`src/rtl/segre_pkg.sv`:
```
// rtl/segre_pkg.sv - shared sizes and encodings for the Segre core
package segre_pkg;

  localparam int WORD_SIZE = 32;
  localparam int ADDR_SIZE = 32;
  localparam int REG_SIZE  = 5;

  typedef enum logic [2:0] {
    IF_STATE,
    ID_STATE,
    EX_STATE,
    MEM_STATE,
    WB_STATE
  } fsm_state_e;

  typedef enum logic [4:0] {
    ALU_ADD,
    ALU_SUB,
    ALU_AND,
    ALU_OR,
    ALU_XOR,
    ALU_SLL,
    ALU_SRL,
    ALU_SRA,
    ALU_SLT,
    ALU_SLTU,
    ALU_LUI,
    ALU_BEQ,
    ALU_BNE,
    ALU_BLT,
    ALU_BGE,
    ALU_BLTU,
    ALU_BGEU,
    ALU_JAL,
    ALU_JALR
  } alu_opcode_e;

  typedef enum logic [1:0] {
    MEMOP_BYTE,
    MEMOP_HALF,
    MEMOP_WORD
  } memop_data_type_e;

endpackage

```
`src/rtl/segre_ex_stage_if.sv`:
```
// rtl/segre_ex_stage_if.sv - decode-to-execute bundle and execute results
interface segre_ex_stage_if
  import segre_pkg::*;
();

  fsm_state_e             fsm_state_i;
  alu_opcode_e            alu_opcode_i;
  logic [WORD_SIZE-1:0]   alu_src_a_i;
  logic [WORD_SIZE-1:0]   alu_src_b_i;
  logic [WORD_SIZE-1:0]   br_src_a_i;
  logic [WORD_SIZE-1:0]   br_src_b_i;
  logic                   rf_we_i;
  logic [REG_SIZE-1:0]    rf_waddr_i;
  memop_data_type_e       memop_type_i;
  logic                   memop_sign_ext_i;
  logic                   memop_rd_i;
  logic                   memop_wr_i;
  logic [WORD_SIZE-1:0]   memop_rf_data_i;
  logic                   is_jaljalr_i;
  logic [ADDR_SIZE-1:0]   seq_new_pc_i;

  logic [WORD_SIZE-1:0]   alu_res_o;
  logic                   rf_we_o;
  logic [REG_SIZE-1:0]    rf_waddr_o;
  memop_data_type_e       memop_type_o;
  logic                   memop_sign_ext_o;
  logic                   memop_rd_o;
  logic                   memop_wr_o;
  logic [WORD_SIZE-1:0]   memop_rf_data_o;
  logic                   tkbr_o;
  logic [ADDR_SIZE-1:0]   new_pc_o;

  modport master (
    output fsm_state_i, alu_opcode_i, alu_src_a_i, alu_src_b_i, br_src_a_i, br_src_b_i,
           rf_we_i, rf_waddr_i, memop_type_i, memop_sign_ext_i, memop_rd_i, memop_wr_i,
           memop_rf_data_i, is_jaljalr_i, seq_new_pc_i,
    input  alu_res_o, rf_we_o, rf_waddr_o, memop_type_o, memop_sign_ext_o, memop_rd_o,
           memop_wr_o, memop_rf_data_o, tkbr_o, new_pc_o
  );

  modport slave (
    input  fsm_state_i, alu_opcode_i, alu_src_a_i, alu_src_b_i, br_src_a_i, br_src_b_i,
           rf_we_i, rf_waddr_i, memop_type_i, memop_sign_ext_i, memop_rd_i, memop_wr_i,
           memop_rf_data_i, is_jaljalr_i, seq_new_pc_i,
    output alu_res_o, rf_we_o, rf_waddr_o, memop_type_o, memop_sign_ext_o, memop_rd_o,
           memop_wr_o, memop_rf_data_o, tkbr_o, new_pc_o
  );

endinterface

```
`src/rtl/segre_ex_stage.sv`:
```
// rtl/segre_ex_stage.sv - execute stage: ALU, branch resolution, EX/MEM pipeline register
module segre_ex_stage
  import segre_pkg::*;
(
  input logic               clk_i,
  input logic               rsn_i,
  segre_ex_stage_if.slave   ex
);

  logic [WORD_SIZE-1:0] alu_res;
  logic [WORD_SIZE-1:0] sum;
  logic [ADDR_SIZE-1:0] target;
  logic                 taken;
  logic                 br_eq;
  logic                 br_lt;
  logic                 br_ltu;

  logic [WORD_SIZE-1:0] alu_res_d, alu_res_q;
  logic                 rf_we_d, rf_we_q;
  logic [REG_SIZE-1:0]  rf_waddr_d, rf_waddr_q;
  memop_data_type_e     memop_type_d, memop_type_q;
  logic                 memop_sign_ext_d, memop_sign_ext_q;
  logic                 memop_rd_d, memop_rd_q;
  logic                 memop_wr_d, memop_wr_q;
  logic [WORD_SIZE-1:0] memop_rf_data_d, memop_rf_data_q;
  logic                 tkbr_d, tkbr_q;
  logic [ADDR_SIZE-1:0] new_pc_d, new_pc_q;

  assign sum    = ex.alu_src_a_i + ex.alu_src_b_i;
  assign br_eq  = (ex.br_src_a_i == ex.br_src_b_i);
  assign br_lt  = ($signed(ex.br_src_a_i) < $signed(ex.br_src_b_i));
  assign br_ltu = (ex.br_src_a_i < ex.br_src_b_i);

  always_comb begin
    alu_res = '0;
    taken   = 1'b0;
    target  = sum;
    case (ex.alu_opcode_i)
      ALU_ADD:  alu_res = sum;
      ALU_SUB:  alu_res = ex.alu_src_a_i - ex.alu_src_b_i;
      ALU_AND:  alu_res = ex.alu_src_a_i & ex.alu_src_b_i;
      ALU_OR:   alu_res = ex.alu_src_a_i | ex.alu_src_b_i;
      ALU_XOR:  alu_res = ex.alu_src_a_i ^ ex.alu_src_b_i;
      ALU_SLL:  alu_res = ex.alu_src_a_i << ex.alu_src_b_i[4:0];
      ALU_SRL:  alu_res = ex.alu_src_a_i >> ex.alu_src_b_i[4:0];
      ALU_SRA:  alu_res = $unsigned($signed(ex.alu_src_a_i) >>> ex.alu_src_b_i[4:0]);
      ALU_SLT:  alu_res = {{(WORD_SIZE-1){1'b0}},
                           $signed(ex.alu_src_a_i) < $signed(ex.alu_src_b_i)};
      ALU_SLTU: alu_res = {{(WORD_SIZE-1){1'b0}}, ex.alu_src_a_i < ex.alu_src_b_i};
      ALU_LUI:  alu_res = ex.alu_src_b_i;
      ALU_BEQ:  taken = br_eq;
      ALU_BNE:  taken = ~br_eq;
      ALU_BLT:  taken = br_lt;
      ALU_BGE:  taken = ~br_lt;
      ALU_BLTU: taken = br_ltu;
      ALU_BGEU: taken = ~br_ltu;
      ALU_JAL:  taken = 1'b1;
      ALU_JALR: begin
        taken  = 1'b1;
        target = sum & ~32'd1;
      end
      default: begin
        alu_res = '0;
        taken   = 1'b0;
      end
    endcase
  end

  // Outside EX the enables drop to zero so each capture yields a one-cycle pulse;
  // data fields hold so the memory stage can keep using the address and store data.
  always_comb begin
    alu_res_d        = alu_res_q;
    rf_we_d          = 1'b0;
    rf_waddr_d       = rf_waddr_q;
    memop_type_d     = memop_type_q;
    memop_sign_ext_d = memop_sign_ext_q;
    memop_rd_d       = 1'b0;
    memop_wr_d       = 1'b0;
    memop_rf_data_d  = memop_rf_data_q;
    tkbr_d           = 1'b0;
    new_pc_d         = new_pc_q;
    if (ex.fsm_state_i == EX_STATE) begin
      alu_res_d        = ex.is_jaljalr_i ? ex.seq_new_pc_i : alu_res;
      rf_we_d          = ex.rf_we_i;
      rf_waddr_d       = ex.rf_waddr_i;
      memop_type_d     = ex.memop_type_i;
      memop_sign_ext_d = ex.memop_sign_ext_i;
      memop_rd_d       = ex.memop_rd_i;
      memop_wr_d       = ex.memop_wr_i;
      memop_rf_data_d  = ex.memop_rf_data_i;
      tkbr_d           = taken;
      new_pc_d         = target;
    end
  end

  always_ff @(posedge clk_i or posedge rsn_i) begin
    if (rsn_i) begin
      alu_res_q        <= '0;
      rf_we_q          <= 1'b0;
      rf_waddr_q       <= '0;
      memop_type_q     <= MEMOP_BYTE;
      memop_sign_ext_q <= 1'b0;
      memop_rd_q       <= 1'b0;
      memop_wr_q       <= 1'b0;
      memop_rf_data_q  <= '0;
      tkbr_q           <= 1'b0;
      new_pc_q         <= '0;
    end else begin
      alu_res_q        <= alu_res_d;
      rf_we_q          <= rf_we_d;
      rf_waddr_q       <= rf_waddr_d;
      memop_type_q     <= memop_type_d;
      memop_sign_ext_q <= memop_sign_ext_d;
      memop_rd_q       <= memop_rd_d;
      memop_wr_q       <= memop_wr_d;
      memop_rf_data_q  <= memop_rf_data_d;
      tkbr_q           <= tkbr_d;
      new_pc_q         <= new_pc_d;
    end
  end

  assign ex.alu_res_o        = alu_res_q;
  assign ex.rf_we_o          = rf_we_q;
  assign ex.rf_waddr_o       = rf_waddr_q;
  assign ex.memop_type_o     = memop_type_q;
  assign ex.memop_sign_ext_o = memop_sign_ext_q;
  assign ex.memop_rd_o       = memop_rd_q;
  assign ex.memop_wr_o       = memop_wr_q;
  assign ex.memop_rf_data_o  = memop_rf_data_q;
  assign ex.tkbr_o           = tkbr_q;
  assign ex.new_pc_o         = new_pc_q;

endmodule

```
`src/flat_wrapper.sv`:
```
// flat-port wrapper written by rule: the top's interface ports become plain ports
module segre_ex_stage_flat import segre_pkg::*;
  (clk_i, rsn_i, ex_fsm_state_i, ex_alu_opcode_i, ex_alu_src_a_i, ex_alu_src_b_i, ex_br_src_a_i, ex_br_src_b_i, ex_rf_we_i, ex_rf_waddr_i, ex_memop_type_i, ex_memop_sign_ext_i, ex_memop_rd_i, ex_memop_wr_i, ex_memop_rf_data_i, ex_is_jaljalr_i, ex_seq_new_pc_i, ex_alu_res_o, ex_rf_we_o, ex_rf_waddr_o, ex_memop_type_o, ex_memop_sign_ext_o, ex_memop_rd_o, ex_memop_wr_o, ex_memop_rf_data_o, ex_tkbr_o, ex_new_pc_o);
  segre_ex_stage_if ex_i ();
  input logic clk_i;
  input logic rsn_i;
  input wire logic [$bits(ex_i.fsm_state_i)-1:0] ex_fsm_state_i;
  input wire logic [$bits(ex_i.alu_opcode_i)-1:0] ex_alu_opcode_i;
  input wire logic [$bits(ex_i.alu_src_a_i)-1:0] ex_alu_src_a_i;
  input wire logic [$bits(ex_i.alu_src_b_i)-1:0] ex_alu_src_b_i;
  input wire logic [$bits(ex_i.br_src_a_i)-1:0] ex_br_src_a_i;
  input wire logic [$bits(ex_i.br_src_b_i)-1:0] ex_br_src_b_i;
  input wire logic [$bits(ex_i.rf_we_i)-1:0] ex_rf_we_i;
  input wire logic [$bits(ex_i.rf_waddr_i)-1:0] ex_rf_waddr_i;
  input wire logic [$bits(ex_i.memop_type_i)-1:0] ex_memop_type_i;
  input wire logic [$bits(ex_i.memop_sign_ext_i)-1:0] ex_memop_sign_ext_i;
  input wire logic [$bits(ex_i.memop_rd_i)-1:0] ex_memop_rd_i;
  input wire logic [$bits(ex_i.memop_wr_i)-1:0] ex_memop_wr_i;
  input wire logic [$bits(ex_i.memop_rf_data_i)-1:0] ex_memop_rf_data_i;
  input wire logic [$bits(ex_i.is_jaljalr_i)-1:0] ex_is_jaljalr_i;
  input wire logic [$bits(ex_i.seq_new_pc_i)-1:0] ex_seq_new_pc_i;
  output wire logic [$bits(ex_i.alu_res_o)-1:0] ex_alu_res_o;
  output wire logic [$bits(ex_i.rf_we_o)-1:0] ex_rf_we_o;
  output wire logic [$bits(ex_i.rf_waddr_o)-1:0] ex_rf_waddr_o;
  output wire logic [$bits(ex_i.memop_type_o)-1:0] ex_memop_type_o;
  output wire logic [$bits(ex_i.memop_sign_ext_o)-1:0] ex_memop_sign_ext_o;
  output wire logic [$bits(ex_i.memop_rd_o)-1:0] ex_memop_rd_o;
  output wire logic [$bits(ex_i.memop_wr_o)-1:0] ex_memop_wr_o;
  output wire logic [$bits(ex_i.memop_rf_data_o)-1:0] ex_memop_rf_data_o;
  output wire logic [$bits(ex_i.tkbr_o)-1:0] ex_tkbr_o;
  output wire logic [$bits(ex_i.new_pc_o)-1:0] ex_new_pc_o;
  assign ex_i.fsm_state_i = ex_fsm_state_i;
  assign ex_i.alu_opcode_i = ex_alu_opcode_i;
  assign ex_i.alu_src_a_i = ex_alu_src_a_i;
  assign ex_i.alu_src_b_i = ex_alu_src_b_i;
  assign ex_i.br_src_a_i = ex_br_src_a_i;
  assign ex_i.br_src_b_i = ex_br_src_b_i;
  assign ex_i.rf_we_i = ex_rf_we_i;
  assign ex_i.rf_waddr_i = ex_rf_waddr_i;
  assign ex_i.memop_type_i = ex_memop_type_i;
  assign ex_i.memop_sign_ext_i = ex_memop_sign_ext_i;
  assign ex_i.memop_rd_i = ex_memop_rd_i;
  assign ex_i.memop_wr_i = ex_memop_wr_i;
  assign ex_i.memop_rf_data_i = ex_memop_rf_data_i;
  assign ex_i.is_jaljalr_i = ex_is_jaljalr_i;
  assign ex_i.seq_new_pc_i = ex_seq_new_pc_i;
  assign ex_alu_res_o = ex_i.alu_res_o;
  assign ex_rf_we_o = ex_i.rf_we_o;
  assign ex_rf_waddr_o = ex_i.rf_waddr_o;
  assign ex_memop_type_o = ex_i.memop_type_o;
  assign ex_memop_sign_ext_o = ex_i.memop_sign_ext_o;
  assign ex_memop_rd_o = ex_i.memop_rd_o;
  assign ex_memop_wr_o = ex_i.memop_wr_o;
  assign ex_memop_rf_data_o = ex_i.memop_rf_data_o;
  assign ex_tkbr_o = ex_i.tkbr_o;
  assign ex_new_pc_o = ex_i.new_pc_o;
  segre_ex_stage u_core (.clk_i(clk_i), .rsn_i(rsn_i), .ex(ex_i));
endmodule
```
`config.mk`:
```
export PLATFORM = sky130hd
export DESIGN_NAME = segre_ex_stage_flat
export DESIGN_NICKNAME = d
export VERILOG_FILES = /design/src/rtl/segre_pkg.sv /design/src/rtl/segre_ex_stage_if.sv /design/src/rtl/segre_ex_stage.sv /design/src/flat_wrapper.sv
export SDC_FILE = /design/constraint.sdc
export NUM_CORES = 1
export LEC_CHECK = 0
export BUFFER_PORTS_ARGS = -buffer_cell sky130_fd_sc_hd__buf_2
export CELL_PAD_IN_SITES_DETAIL_PLACEMENT = 0
export CELL_PAD_IN_SITES_GLOBAL_PLACEMENT = 2
export CORE_AREA = 4 4 215 217
export DETAILED_ROUTE_END_ITERATION = 12
export DIE_AREA = 0 0 219 221
export PLACE_DENSITY_LB_ADDON = 0.1
export SETUP_SLACK_MARGIN = 0.05
export SYNTH_ARGS = -nofsm -noshare
export SYNTH_HDL_FRONTEND = slang
export SYNTH_SLANG_ARGS = --single-unit
export TNS_END_PERCENT = 5
```
`constraint.sdc`:
```
create_clock -name clk_i -period 4.98 [get_ports clk_i]
set_input_delay 0.249 -clock clk_i [delete_from_list [all_inputs] [get_ports clk_i]]
set_output_delay 0.249 -clock clk_i [all_outputs]
set_load 0.01 [all_outputs]
```
==> reports/qor.yml, run 1 <==
crit_path_max_fanout: 15
synth-async-reset-ratio: 1.000
clkSinkCount: 108
dr.first_iter.drc_count: 1775
yosys_register_bits: 108
vdd_ir_drop_max_v: 0.0001654
power_leakage_nw: 8.120
syn-cell-area_um2: 14850
timing.critical_path.arrival_ps: 3900
number_of_synthesized_flops_with_an_enable_pin: 0
synth_area_leaders: "sky130_fd_sc_hd__dfrtp_1, sky130_fd_sc_hd__ha_1, sky130_fd_sc_hd__nand2_1"
place.gp.congestion: 0.9855
die_width_um: 219
pin_count: 322
globalRouteOverflowTotal: 0
clock_tree.htree_level_count: 3
maximum_frequency_from_static_timing_analysis_ghz: 0.2734
max_slew_vio_count: 0
power_density_nw_per_um2: 215.1
maxCapViolCount: 0
start_util: 0.3366
avgRoutedWirePerCell_um: 27.64
post-dp-hpwl_um: 62120
setup_viol: 0
core_region_area_um2: 44120
cts_tree: "built"
placement.io_buffers: 321
yosysTopAreaCell: "sky130_fd_sc_hd__dfrtp_1"
grt_max_degree: 71
die_area_um2: 48400
max_slew.worst_pin.slew_ps: 1222
tritoncts.num_buffers: 9
route.antenna.remaining_nets: 0
initial_antenna_violation_count: 8
synth_area_per_cell_um2: 7.491
design.final.nets: 2562
dieHeight_um: 221
critical_path.endpoint_type: "flop"
timing.slew.headroom: 0.1837
hold_buffer_count_at_cts: 0
placementRows: 77
mappedNetlistNets: 2328
clockBufferDepth: 2
post_route_cells_drive_above_1_share: 0.2215
yosysUniqueCellTypes: 94
clkTransAtPathRegs_ps: 80
synth-main-ff-cell: "sky130_fd_sc_hd__dfrtp_1"
layout_min_cycle_time_ps: 3658
via_count_of_the_first_global_routing_pass: 16310
cp.required_ps: 5220
dr.pass1.iters: 6
setup.worst_path.class: "input pin to flop"
drt-vias-per-instance: 6.000
synth_largest_type_area_fraction: 0.1819
synth-seq-area-share: 0.1819
share_of_the_cycle_needed_by_the_critical_path_after_routing: 0.7345
finalHoldWorstSlack_ps: 59.73
final-hold-violation-count: 0
drt-total-wl_um: 77830
fin_worst_skew_ps: 0
drt_drc_violations_left: 0
rsz0062_at_grt: "false"
setup.worst_path.start_class: "input pin"
outcome: "completed"
clkLatencyLatePin_ps: 370
global_route.usage.total: 0.3089
regToRegSetupSlack_ps: 3170
post_cts_resized: 0
area_delta_synth_final_pct: 15.78
dr_total_vias: 16900
post_cts.repair.setup_buffers: 0
clockRootBuffer: "sky130_fd_sc_hd__clkbuf_16"
grt_first_pass_wirelength_um: 113000
syn-instance-count: 1983
hold_path_class: "input pin to async pin"
setup_total_negative_slack_ps: 0
synthesis.yosys.warnings: 0
## metrics by stage
stage	instance area, µm²	std cells	util	worst slack (ps)	total power, W
after floorplan	14850	1983	-	1479	0.002199
after global placement	16920	2798	0.3834	996.6	0.002975
after detailed placement	16920	2798	0.3834	1014	0.002986
after CTS	17190	2813	0.3896	1402	0.003709
after global routing	17190	2813	0.3896	1189	0.003925
final	17200	2816	0.3898	1322	0.003699
## power by group
part	switching, W	internal [W]
clock	0.000368	0.000343
combinational	0.00120	0.000665
sequential	0.0000873	0.00103
## flip-flops by register name, indices dropped and copies added (netlist names)
name	count
u_core.ex.memop_sign_ext_o	1
u_core.ex.memop_type_o	2
u_core.ex.memop_rf_data_o	32
u_core.ex.new_pc_o	32
u_core.ex.rf_we_o	1
u_core.ex.tkbr_o	1
u_core.ex.memop_wr_o	1
u_core.ex.rf_waddr_o	5
u_core.ex.memop_rd_o	1
u_core.ex.alu_res_o	32
## cell type report
type | count | area [µm²]
Clock inverter | 6 | 46.29
Fill cell | 4799 | 26930
Clock buffer | 9 | 225.2
Inverter | 129 | 486.7
Multi-Input combinational cell | 1602 | 11030
Sequential cell | 108 | 2703
Tap cell | 592 | 740.7
Timing Repair Buffer | 367 | 1954
Antenna cell | 3 | 7.507
## cells in the final DEF, fill, tap and decap left out, drive strengths merged, types with 10 or more instances in the layout
cell type and instances:
nand2 328, buf 367, o2111ai 11, xnor2 27
mux2 22, a22oi 18, a221o 17, nor2 176
o211ai 19, mux2i 49, a21o 31, xor2 10
ha 129, o31ai 17, o21bai 15, dfrtp 108
nor2b 15, o22ai 16, nand3 35, o221ai 13
a31oi 14, nor3 41, a211oi 26, a221oi 32
o21ai 163, inv 130, nand2b 18, nand4 23
a21oi 153, mux4 46
## synthesized netlist by cell type (all sizes together), types with 10 or more instances
cell type    n
inv        127
nand2b      18
dfrtp      108
o221ai      13
o21bai      15
a221oi      32
a21oi      153
mux4        46
o21ai      163
a221o       17
nand2      328
clkbuf      70
xnor2       27
a21o        31
mux2i       49
buf         74
o211ai      19
nor2b       15
a31oi       14
xor2        10
nand4       23
nand3       35
a211oi      26
o2111ai     11
o31ai       17
a22oi       18
nor3        41
ha         129
mux2        22
nor2       176
o22ai       16
## cells by family (layout without fill, tap and decap cells)
kind of cell / count (synthesis) / in the layout / share of synthesized area
AOI/OAI and AO/OA: 622 / 622 / 0.2825
DFF: 108 / 108 / 0.1819
buffers and inverters: 273 / 511 / 0.07699
adders and majority gates: 131 / 131 / 0.1114
muxes: 117 / 117 / 0.1194
xor gates and xnor gates: 37 / 37 / 0.02182
other: 0 / 3 / 0
and+or+nand+nor: 695 / 695 / 0.2059
## worst paths after layout
check / from / endpoint / cells past startpoint
setup / recovery: ex_alu_src_a_i[17] / u_core.ex.alu_res_o[30]$_DFFE_PP0N_ / 13
hold / removal: rsn_i / u_core.ex.memop_rf_data_o[19]$_DFFE_PP0N_ / 2
setup reg to reg: u_core.ex.alu_res_o[31]$_DFFE_PP0N_ / u_core.ex.alu_res_o[31]$_DFFE_PP0N_ / 4
hold reg to reg: u_core.ex.rf_waddr_o[0]$_DFFE_PP0N_ / u_core.ex.rf_waddr_o[0]$_DFFE_PP0N_ / 2
max in group asynchronous: rsn_i / u_core.ex.new_pc_o[9]$_DFFE_PP0N_ / 3
min in group clk_i: ex_memop_rf_data_i[6] / u_core.ex.memop_rf_data_o[6]$_DFFE_PP0N_ / 3
## per-layer routing
| layer | wire length [µm] | GRT usage |
|---|---|---|
| met5 | 54 | 0 |
| met1 | 33530 | 0.4267 |
| met4 | 2629 | 0.09195 |
| met2 | 35150 | 0.4944 |
| met3 | 6468 | 0.05350 |
## worst max-delay path, cell delays in order
cell	delay [ps]
sky130_fd_sc_hd__buf_2	250
sky130_fd_sc_hd__inv_1	80
sky130_fd_sc_hd__ha_1	510
sky130_fd_sc_hd__nor4_1	500
sky130_fd_sc_hd__nand4_1	200
sky130_fd_sc_hd__a211oi_1	470
sky130_fd_sc_hd__nor4_2	60
sky130_fd_sc_hd__buf_4	180
sky130_fd_sc_hd__o21bai_1	480
sky130_fd_sc_hd__a41oi_2	210
sky130_fd_sc_hd__xnor2_1	160
sky130_fd_sc_hd__a211oi_1	390
sky130_fd_sc_hd__a221oi_2	120
Power figures use the tool's default switching activity.
==> inputs of run 2 (changes only) <==
--- a/config.mk
+++ b/config.mk
@@ -8,9 +8,9 @@
 export BUFFER_PORTS_ARGS = -buffer_cell sky130_fd_sc_hd__buf_2
 export CELL_PAD_IN_SITES_DETAIL_PLACEMENT = 0
 export CELL_PAD_IN_SITES_GLOBAL_PLACEMENT = 2
-export CORE_AREA = 4 4 215 217
+export CORE_AREA = 4 4 221 223
 export DETAILED_ROUTE_END_ITERATION = 12
-export DIE_AREA = 0 0 219 221
+export DIE_AREA = 0 0 225 227
 export PLACE_DENSITY_LB_ADDON = 0.1
 export SETUP_SLACK_MARGIN = 0.05
 export SYNTH_ARGS = -nofsm -noshare
==> constraint.sdc (replaced) <==
create_clock -name clk_i -period 3.6 [get_ports clk_i]
set_input_delay 0.18 -clock clk_i [delete_from_list [all_inputs] [get_ports clk_i]]
set_output_delay 0.18 -clock clk_i [all_outputs]
set_load 0.01 [all_outputs]
==> run 2 against run 1 <==
  * Sequential cell count unchanged
  * Setup slack worse by 870 ps
  * Global-route usage down 0.95 points
  * Final cell count up 4.9%
  * Wire length up 2.5%
  * Critical path depth unchanged
  * Highest routed layer is now met4
  * Non-clock buffer count up 123
  * Cell area up 6.7%
  * Power up 45%
==> reports/qor.yml, run 2 (same netlist as run 1, synthesis figures left out) <==
outcome: "completed"
worst_setup_ep: "u_core.ex.alu_res_o[28]$_DFFE_PP0N_"
setup_viol: 0
cp.required_ps: 3900
dr_total_vias: 17350
final_area_um2: 18350
post-dp-hpwl_um: 64840
crit_path_max_fanout: 6
pin_count: 322
die_area_um2: 51080
fin_worst_skew_ps: 0
dr.first_iter.drc_count: 1806
grt_max_degree: 71
placementRows: 79
met1Wirelength_um: 35870
dieHeight_um: 227
power_leakage_nw: 8.742
die_width_um: 225
cts_tree: "built"
via_count_of_the_first_global_routing_pass: 16700
timing.critical_path.arrival_ps: 3440
timing.hold.worst.start: "ex_rf_waddr_i[1]"
finalHoldWorstSlack_ps: 22.21
grt_first_pass_wirelength_um: 115800
max_slew_vio_count: 0
total_switching_power_w: 0.002355
setup.worst_path.start_class: "input pin"
routed-wl-met2_um: 35750
drt-vias-per-instance: 5.872
layout_common_cells: "sky130_fd_sc_hd__nand2_1, sky130_fd_sc_hd__buf_2, sky130_fd_sc_hd__nor2_1"
multi_input_area_um2: 11030
power.combinational.fraction: 0.507
regToRegSetupSlack_ps: 1880
maximum_frequency_from_static_timing_analysis_ghz: 0.3176
setup.worst_path.class: "input pin to flop"
hold_path_class: "input pin to flop"
vdd_ir_drop_max_v: 0.0003867
power_density_nw_per_um2: 292.9
post-place-ws_ps: 138.4
avgRoutedWirePerCell_um: 27.02
area.sequential_um2: 2703
route.antenna.remaining_nets: 0
core_region_area_um2: 46560
initial_antenna_violation_count: 0
fillerInstances: 4995
power.share.sequential: 0.289
crit_path_start: "ex_alu_src_b_i[16]"
place.gp.congestion: 1.008
layout.cells.most_common: "sky130_fd_sc_hd__nand2_1"
drt-total-wl_um: 79810
min_delay_path_depth: 3
max_slew.worst_pin.slew_ps: 975.4
rsz0062_at_grt: "false"
power.switching_fraction: 0.4382
dr.pass1.iters: 5
crit-reg2reg-launch: "u_core.ex.alu_res_o[31]$_DFFE_PP0N_"
start_util: 0.3191
clock_tree.htree_level_count: 3
area_delta_synth_final_pct: 23.54
cpPeakStageDelay_ps: 540
timing.slew.headroom: 0.3429
placement.io_buffers: 321
p_int_w: 0.003020
worst_r2r_path_depth: 4
share_of_the_cycle_needed_by_the_critical_path_after_routing: 0.8746
pwr-share-clk: 0.203
setup_total_negative_slack_ps: 0
global_route.usage.total: 0.2994
clockBufferDepth: 2
clkLatencyLatePin_ps: 370
clkTransAtPathRegs_ps: 80
globalRouteOverflowTotal: 0
clkSinkCount: 108
met3_wirelength_um: 6260
crit_path_cell_trace: "buf_2, inv_1, ha_1, nor4_1, nand4_1, a211oi_1, nor4_2, buf_4, o31a_1, o31ai_1, xnor2_1, nand2_1, a31oi_1"
tritoncts.num_buffers: 9
placedInstanceArea_um2: 17660
topRoutingLayerUsed: "met4"
drt_drc_violations_left: 0
capture_instance_of_the_worst_register_to_register_path: "u_core.ex.alu_res_o[31]$_DFFE_PP0N_"
critical_path.endpoint_type: "flop"
layout_min_cycle_time_ps: 3148
final-hold-violation-count: 0
post_route_cells_drive_above_1_share: 0.2469
clockRootBuffer: "sky130_fd_sc_hd__clkbuf_16"
power_w: 0.005375
maxCapViolCount: 0
cp_slowest_cell: "sky130_fd_sc_hd__nor4_1"
design.final.nets: 2685
setup_ws_ps: 451.6
## run 2: cell types whose count changed in the layout (fill, tap and decap cells not counted), sizes merged
cell,change
diode,-1
clkinvlp,-1
bufinv,+1
buf,+86
inv,+1
dlygate4sd3,+37
## run 2: layout make-up
class | count | area share
clock inverter | 7 | 0.005045
antenna | 2 | 0.0002727
clock buffer | 9 | 0.01227
inverter | 129 | 0.02652
timing repair buffer | 490 | 0.1660
multi-input combinational | 1602 | 0.6013
tap | 607 | 0.04139
sequential | 108 | 0.1473
## run 2: per-layer routing
metal  up-vias  track usage
met3        82      0.04191
met5         -            0
met4         0      0.07016
met2       786       0.4754
li1       7930            -
met1      8549       0.4332
## run 2: power groups by stage
stage	logic, W	clock network, W	registers (W)
detailed placement	0.00266	0	0.00158
CTS	0.00271	0.00113	0.00156
floorplan	0.00137	0	0.00167
global route	0.00294	0.00117	0.00158
global placement	0.00267	0	0.00157
finish	0.00273	0.00109	0.00155
## run 2: timing repair
item	CTS	global route
hold endpoints to repair	37	0
hold buffers	37	0
resized for setup	0	0
setup buffers	0	0
setup endpoints to repair	0	0
## run 2: per-stage QoR
stage               cells    util
global placement     2899  0.3793
finish               2954  0.3942
floorplan            1983       -
global route         2952  0.3941
CTS                  2952  0.3941
detailed placement   2899  0.3793
## run 2: worst max-delay path: cells and delay by family
kind | cells | cell delay (ps)
AO/OA/AOI/OAI | 4 | 1360
XOR/XNOR | 1 | 170
adder cells (fa/ha/maj) | 1 | 400
buffers and inverters | 3 | 400
AND/OR/NAND/NOR | 4 | 920
## run 2: worst min path at each step
stage                                                     endpoint  slack (ps)
final                          u_core.ex.rf_waddr_o[1]$_DFFE_PP0N_          20
after global routing      u_core.ex.memop_rf_data_o[8]$_DFFE_PP0N_          20
after CTS                      u_core.ex.rf_waddr_o[1]$_DFFE_PP0N_         0.2
after detailed placement  u_core.ex.memop_rf_data_o[4]$_DFFE_PP0N_         370
after global placement    u_core.ex.memop_rf_data_o[2]$_DFFE_PP0N_         370
after floorplan           u_core.ex.memop_rf_data_o[0]$_DFFE_PP0N_         290
